==> src/rtl/seq_pattern_detector.sv <==
// seq_pattern_detector: parametrised serial bit-pattern detector built from a history
// shift register and a fill counter, with a registered match copy and saturating match counter.
module seq_pattern_detector #(
    parameter int unsigned       PAT_W   = 6,
    parameter logic [PAT_W-1:0]  PATTERN = 6'b110101,
    parameter int unsigned       CNT_W   = 8
) (
    input  logic             clk,
    input  logic             reset,
    input  logic             en,
    input  logic             d_in,
    input  logic             overlap_en,
    input  logic             clear_cnt,
    output logic             match,
    output logic             match_q,
    output logic [CNT_W-1:0] match_cnt,
    output logic             cnt_sat
);

    localparam int unsigned      FILL_W    = $clog2(PAT_W);
    localparam logic [FILL_W-1:0] FILL_FULL = FILL_W'(PAT_W - 1);
    localparam logic [CNT_W-1:0]  CNT_MAX   = '1;

    logic [PAT_W-2:0]  hist;
    logic [PAT_W-2:0]  hist_next;
    logic [FILL_W-1:0] fill;
    logic [FILL_W-1:0] fill_next;
    logic [PAT_W-1:0]  window;
    logic              full;
    logic [CNT_W-1:0]  cnt_next;
    logic              sat_next;

    // Detection path: the incoming bit completes the window when PAT_W-1 valid bits precede it.
    // NOTE: every always_comb target gets a default first, so no latch can be inferred.
    always_comb begin
        window    = {hist, d_in};
        full      = (fill == FILL_FULL);
        match     = en & ~reset & full & (window == PATTERN);
        hist_next = hist;
        fill_next = fill;
        if (en) begin
            hist_next = window[PAT_W-2:0];
            if (match && !overlap_en) begin
                fill_next = '0;
            end else if (!full) begin
                fill_next = fill + 1'b1;
            end
        end
    end

    // Saturating match counter; clear wins over a coincident match.
    always_comb begin
        cnt_next = match_cnt;
        sat_next = cnt_sat;
        if (clear_cnt) begin
            cnt_next = '0;
            sat_next = 1'b0;
        end else if (match && (match_cnt != CNT_MAX)) begin
            cnt_next = match_cnt + 1'b1;
            if (match_cnt == CNT_MAX - 1'b1) begin
                sat_next = 1'b1;
            end
        end
    end

    // NOTE: state registers use non-blocking assignments so every flop samples pre-edge values.
    always_ff @(posedge clk) begin
        if (reset) begin
            hist      <= '0;
            fill      <= '0;
            match_q   <= 1'b0;
            match_cnt <= '0;
            cnt_sat   <= 1'b0;
        end else begin
            hist      <= hist_next;
            fill      <= fill_next;
            match_q   <= match;
            match_cnt <= cnt_next;
            cnt_sat   <= sat_next;
        end
    end

endmodule

==> config.mk <==
export PLATFORM = sky130hd
export DESIGN_NAME = seq_pattern_detector
export DESIGN_NICKNAME = d
export VERILOG_FILES = /design/src/rtl/seq_pattern_detector.sv
export SDC_FILE = /design/constraint.sdc
export NUM_CORES = 1
export LEC_CHECK = 0
export CORE_ASPECT_RATIO = 0.9
export CORE_MARGIN = 10
export CORE_UTILIZATION = 49
export CTS_CLUSTER_DIAMETER = 40
export DETAILED_ROUTE_END_ITERATION = 6
export MAX_ROUTING_LAYER = met4
export PLACE_DENSITY = 0.73
export SETUP_SLACK_MARGIN = 0.2
export SLEW_MARGIN = 20
export SYNTH_ARGS = -nofsm -noshare
export SYNTH_HDL_FRONTEND = slang
export SYNTH_SLANG_ARGS = --single-unit
==> constraint.sdc <==
create_clock -name clk -period 2.9 [get_ports clk]
set_clock_uncertainty 0.15 [all_clocks]
set_input_delay 0.725 -clock clk [delete_from_list [all_inputs] [get_ports clk]]
set_output_delay 0.725 -clock clk [all_outputs]
set_load 0.03 [all_outputs]
After elaboration in Yosys (flattened, before gate mapping)
Cells that the tools add are included.

storage, ports and cells
  output and inout bits = 11
  bits in registers = 18
  memories = 0
  word-level logic and storage cells = 24
  input port bits = 6
  bits in latches = 0
  bits in read-only memories = 0
  memory bits (writable) = 0

cells by class
  shift-type cells = 0
  $mul = 0
  bitwise gates (word level) = 4
  reductions and logical operators = 6
  add/subtract/negate cells = 2
  eq/ne operators = 5
  mux-type cells = 2
  div/mod/pow operators = 0
  $lt $le $gt $ge = 0

operators with widths
  cell                                                    count
  adder 8 x 1 -> 8 bit (second input constant)            1
  equality test 8 bit (second input constant)             1
  inequality test 8 bit (second input constant)           1
  equality test 6 bit (second input constant)             1
  2-to-1 mux 3 bit                                        2
  AND reduction 2 bit                                     2
  adder 3 x 1 -> 3 bit (second input constant)            1
  AND 1 bit                                               3
  equality test 3 bit (second input constant)             1
  logical AND 1 bit                                       2
  inequality test 2 x 1 -> 1 bit (second input constant)  1
  OR reduction 2 bit                                      1
  zero test 1 bit                                         1
  NOT 1 bit                                               1

Longest topological paths before layout
  word-level depth = 7
  mapped depth = 9
  mapped depth without buffers = 7

Worst setup path before layout
OpenSTA, ideal clock, no wires.

  path kind = in2out
  start point = in reset
  end point = out match
  path slack = 0.251 ns
  data required time = 2.025 ns
  data arrival time = 1.774 ns
  buffers on the path = 2
  stages on the path = 5
  cell sequence = nand2b_1 -> or4_1 -> buf_2 -> buf_6 -> inv_2

on the way
  word-level cells in the longest chain between the ends = 4

RTL lines
  what                     line  RTL
  start: declaration       9     input logic reset,
  NOT 1 bit                38    match = en & ~reset & full & (window == PATTERN);
  AND 1 bit (3 in series)  38
  end: declaration         14    output logic match,

No other way between the ends.

Worst setup path after layout
  start point = in en
  end point = out match

on the way
  word-level cells in the longest chain between the ends = 3

RTL lines
  what                     line  RTL
  start: declaration       10    input logic en,
  AND 1 bit (3 in series)  38

No other way between the ends.

==> metrics.md <==
| Metric | Value |
|---|---|
| Status | complete, no violations |
| Post-DRT Antenna Nets | 0 |
| IO Port Bufs | 16 |
| Startpoint types | input pin |
| Final #Nets | 128 |
| First-pass GRT wire length | roughly 3500 µm |
| Core box area | 1680 µm² |
| Tightest Pin Transition | 0.607 ns |
| Internal Power | 346 µW |
| Power per Cell Area | 392 nW/µm² |
| Die H | 60.2 µm |
| Worst R2R Path Depth | 7 |
| Syn_area_per_cell | about 9 µm² |
| Post-Place Cells | 137 |
| Root Buffer | clkbuf_4 |
| Via count | approximately 810 |
| Maximum VDD drop | ~0.30 mV |
| CP arrival | 1.74 ns |
| Post-Synthesis Cells | 98 |
| Worst hold margin | 0.334 ns |
| Final setup vio count | 0 |
| Max-slew violation count | 0 |
| CTS Buf Count | 3 |
| Full die area | 3900 µm² |
| Yosys reg bits | 18 |
| Initial Util | 52.4% |
| CTS tree | built |
| Number of global-route vias before repair | 748 |
| Dpl hpwl | between 1000 and 1500 µm |
| Gr usage total | about 11% |
| Syn. warnings | 0 |
| Final Util | ~67% |
| Mapped Nets | 108 |
| Routed WL | between 2000 and 2500 µm |
| Area grow syn2layout | 28.4% |
| Routed length per instance | 14.2 µm |
| Antenna violations before repair | 0 |
| Final GP Congestion | 0.740 |
| WHS Path Cells | 2 |
| TritonCTS Sinks | 18 |
| Die X | 64.7 µm |
| Crit path kind | input pin to primary output |
| Core Rows | 14 |
| GRT overflow | 0 |
| Worst path top cell family by delay | simple AND/OR/NAND/NOR gates |
| Fmax | 0.383 GHz |
| Layout cells sized above 1 | around 17% |
| Critical Path Source | en |
| Most frequent cells in the layout | 17 x dfxtp_1, 12 x clkdlybuf4s50_1, 11 x a21oi_1, 7 x nor2_1, 6 x or4_1 |
| Part of the Yosys area used for sequential elements | between 40% and 50% |
| Slowest-stage cell, CP | or4_4 |
| Pin count of the biggest net entering global routing | 15 |
| Hold Path Class | flip-flop to flip-flop |
| Critical path buffer and inverter count | 3 |
| Critical path's largest stage delay | 0.51 ns |
| Layout Cells excl Fill | 141 |
| Clk_lat worst skew | 0.30 ns |
| First-pass DRT Iterations | 4 |
| Drt drc | 0 |
| Vias per cell | around 5.8 |
| Fin. Hold Viols | 0 |
| Total setup buffers inserted after CTS | 0 |
| IO Pins | 17 |
| Mapped cell area | 881 µm² |
| Crit. path cell count | 5 |
| Sw Share | 22.0% |
| Max clock buf depth | 2 |
| Total power | 444 µW |
| Clk pwr share | 34.9% |
| Lkg Pwr | ~0.38 nW |
| Gate power share | under 10% |
| Worst Slack Setup Final | 0.286 ns |
| Htree depth | 1 |
| Most common cell after layout, fill and taps aside | dfxtp_1 |
| Rel. slew slack | 59.1% |
| Worst Path Required | 2.03 ns |
| Critical-path cell list | dlygate4sd2_1, nand2_2, or4_4, inv_4, buf_6 |
| Antenna cells | 0 |
| Crit share post-route | 90.1% |
| Clk pin slew, worst setup/hold paths | 0.10 ns |
| Setup crit end kind | primary output |
| Critical R2R Launch | fill[1] |
| Worst Hold Launch | cnt_sat |
| Crit-path max FO | 3 |
| R2R Setup Slk | between 0.5 and 0.6 ns |
| Fill cells | 152 |
| Hold-fix buffers, CTS | 0 |
| RSZ-0062 raised after global routing | false |
| Final Critical Period | 2.61 ns |
| Post-place setup slack | -0.0859 ns |
| Flop pwr share | 57.7% |
| Post-synth cell types | 32 |
| MaxCap Viol Count | 0 |
| Switching Power | 97.7 µW |
| Drt initial violations | 21 |
-- worst reg2reg max path, cell delays in order (launching register included) --
cell and delay, ns:
dfxtp_1 0.33, inv_1 0.12, ha_4 0.16, nand2_2 0.08, or4_4 0.55, buf_4 0.20
or4_1 0.52, a21oi_1 0.15
-- flip-flops by register name, summed over array words and instances (netlist names) --
signal and count:
match_cnt 8, match_q 1, cnt_sat 1, fill 3, hist 5
-- power by group through the flow --
stage                     Sequential (mW)  Combinational [mW]  Clock (mW)
after floorplan                     0.260              0.0187           0
after global placement              0.260              0.0297           0
after detailed placement            0.260              0.0313           0
after CTS                           0.255              0.0306       0.162
after global routing                0.257              0.0364       0.170
final                               0.256              0.0330       0.155
-- through the flow --
stage,instance area (µm²),TNS [ns]
6_report,1130,0
2_1_floorplan,881,0
4_1_cts,1120,0
3_5_place_dp,1070,-0.332
3_3_place_gp,1070,-0.308
5_1_grt,1130,0
-- path summary, 6_finish.rpt --
kind	to
min	cnt_sat
min reg2reg	cnt_sat
max reg2reg	match_cnt[6]
max	match
-- synth_stat cells --
library cell | number | share of area, %
o32a_1 | 1 | 1.1
o41ai_1 | 3 | 3.0
nand3_1 | 4 | 2.3
nand2b_1 | 2 | 1.4
a21oi_1 | 11 | 6.2
or2_2 | 2 | 1.4
inv_2 | 2 | 0.85
buf_1 | 2 | 0.85
o31ai_1 | 3 | 2.6
nand4bb_1 | 1 | 1.3
o21ai_1 | 1 | 0.57
or3b_1 | 1 | 0.99
nand4_1 | 1 | 0.71
nand2_1 | 3 | 1.3
nor2_1 | 7 | 3.0
nand2_2 | 2 | 1.4
dfxtp_1 | 18 | 41
inv_1 | 4 | 1.7
ha_1 | 4 | 5.7
o221ai_1 | 1 | 0.99
a311oi_1 | 1 | 0.99
nand3b_1 | 2 | 1.7
o21ai_0 | 2 | 1.1
and4b_1 | 1 | 1.1
or3_1 | 1 | 0.71
or4_1 | 7 | 6.0
or2_1 | 1 | 0.71
nand4b_1 | 1 | 0.99
nor4_1 | 2 | 1.4
buf_6 | 1 | 1.3
buf_2 | 2 | 1.1
mux2i_1 | 4 | 4.5
-- cell type report --
class,instances,area (µm²),share of cell area [%]
timing repair buffer,20,185,16.4
inverter,6,25.0,2.21
sequential,18,362,32.0
multi-input combinational,69,493,43.6
tap,24,30.0,2.65
clock buffer,4,36.3,3.21
-- repair_timing --
action                     CTS  global route
setup endpoints to repair    1             1
pin swaps                    1             1
resized for setup            7             6
-- layer usage --
layer,routed length [µm],share of wire (%),up-vias,global-route usage [%]
met3,100,5.0,2,5.05
met5,0,0,-,-
met4,4,0.20,0,2.74
met2,990,49,18,18.1
met1,914,45,382,12.6
li1,-,-,409,-
-- cell families after synthesis --
group / count (synthesis) / share of synthesized area (%)
AND/OR/NAND/NOR: 38 / 26.4
AO/OA/AOI/OAI: 23 / 16.6
buffers and inverters: 11 / 5.82
multiplexers: 4 / 4.55
flip-flops: 18 / 40.9
adder cells (fa/ha/maj): 4 / 5.68
Power figures use the tool's default switching activity.
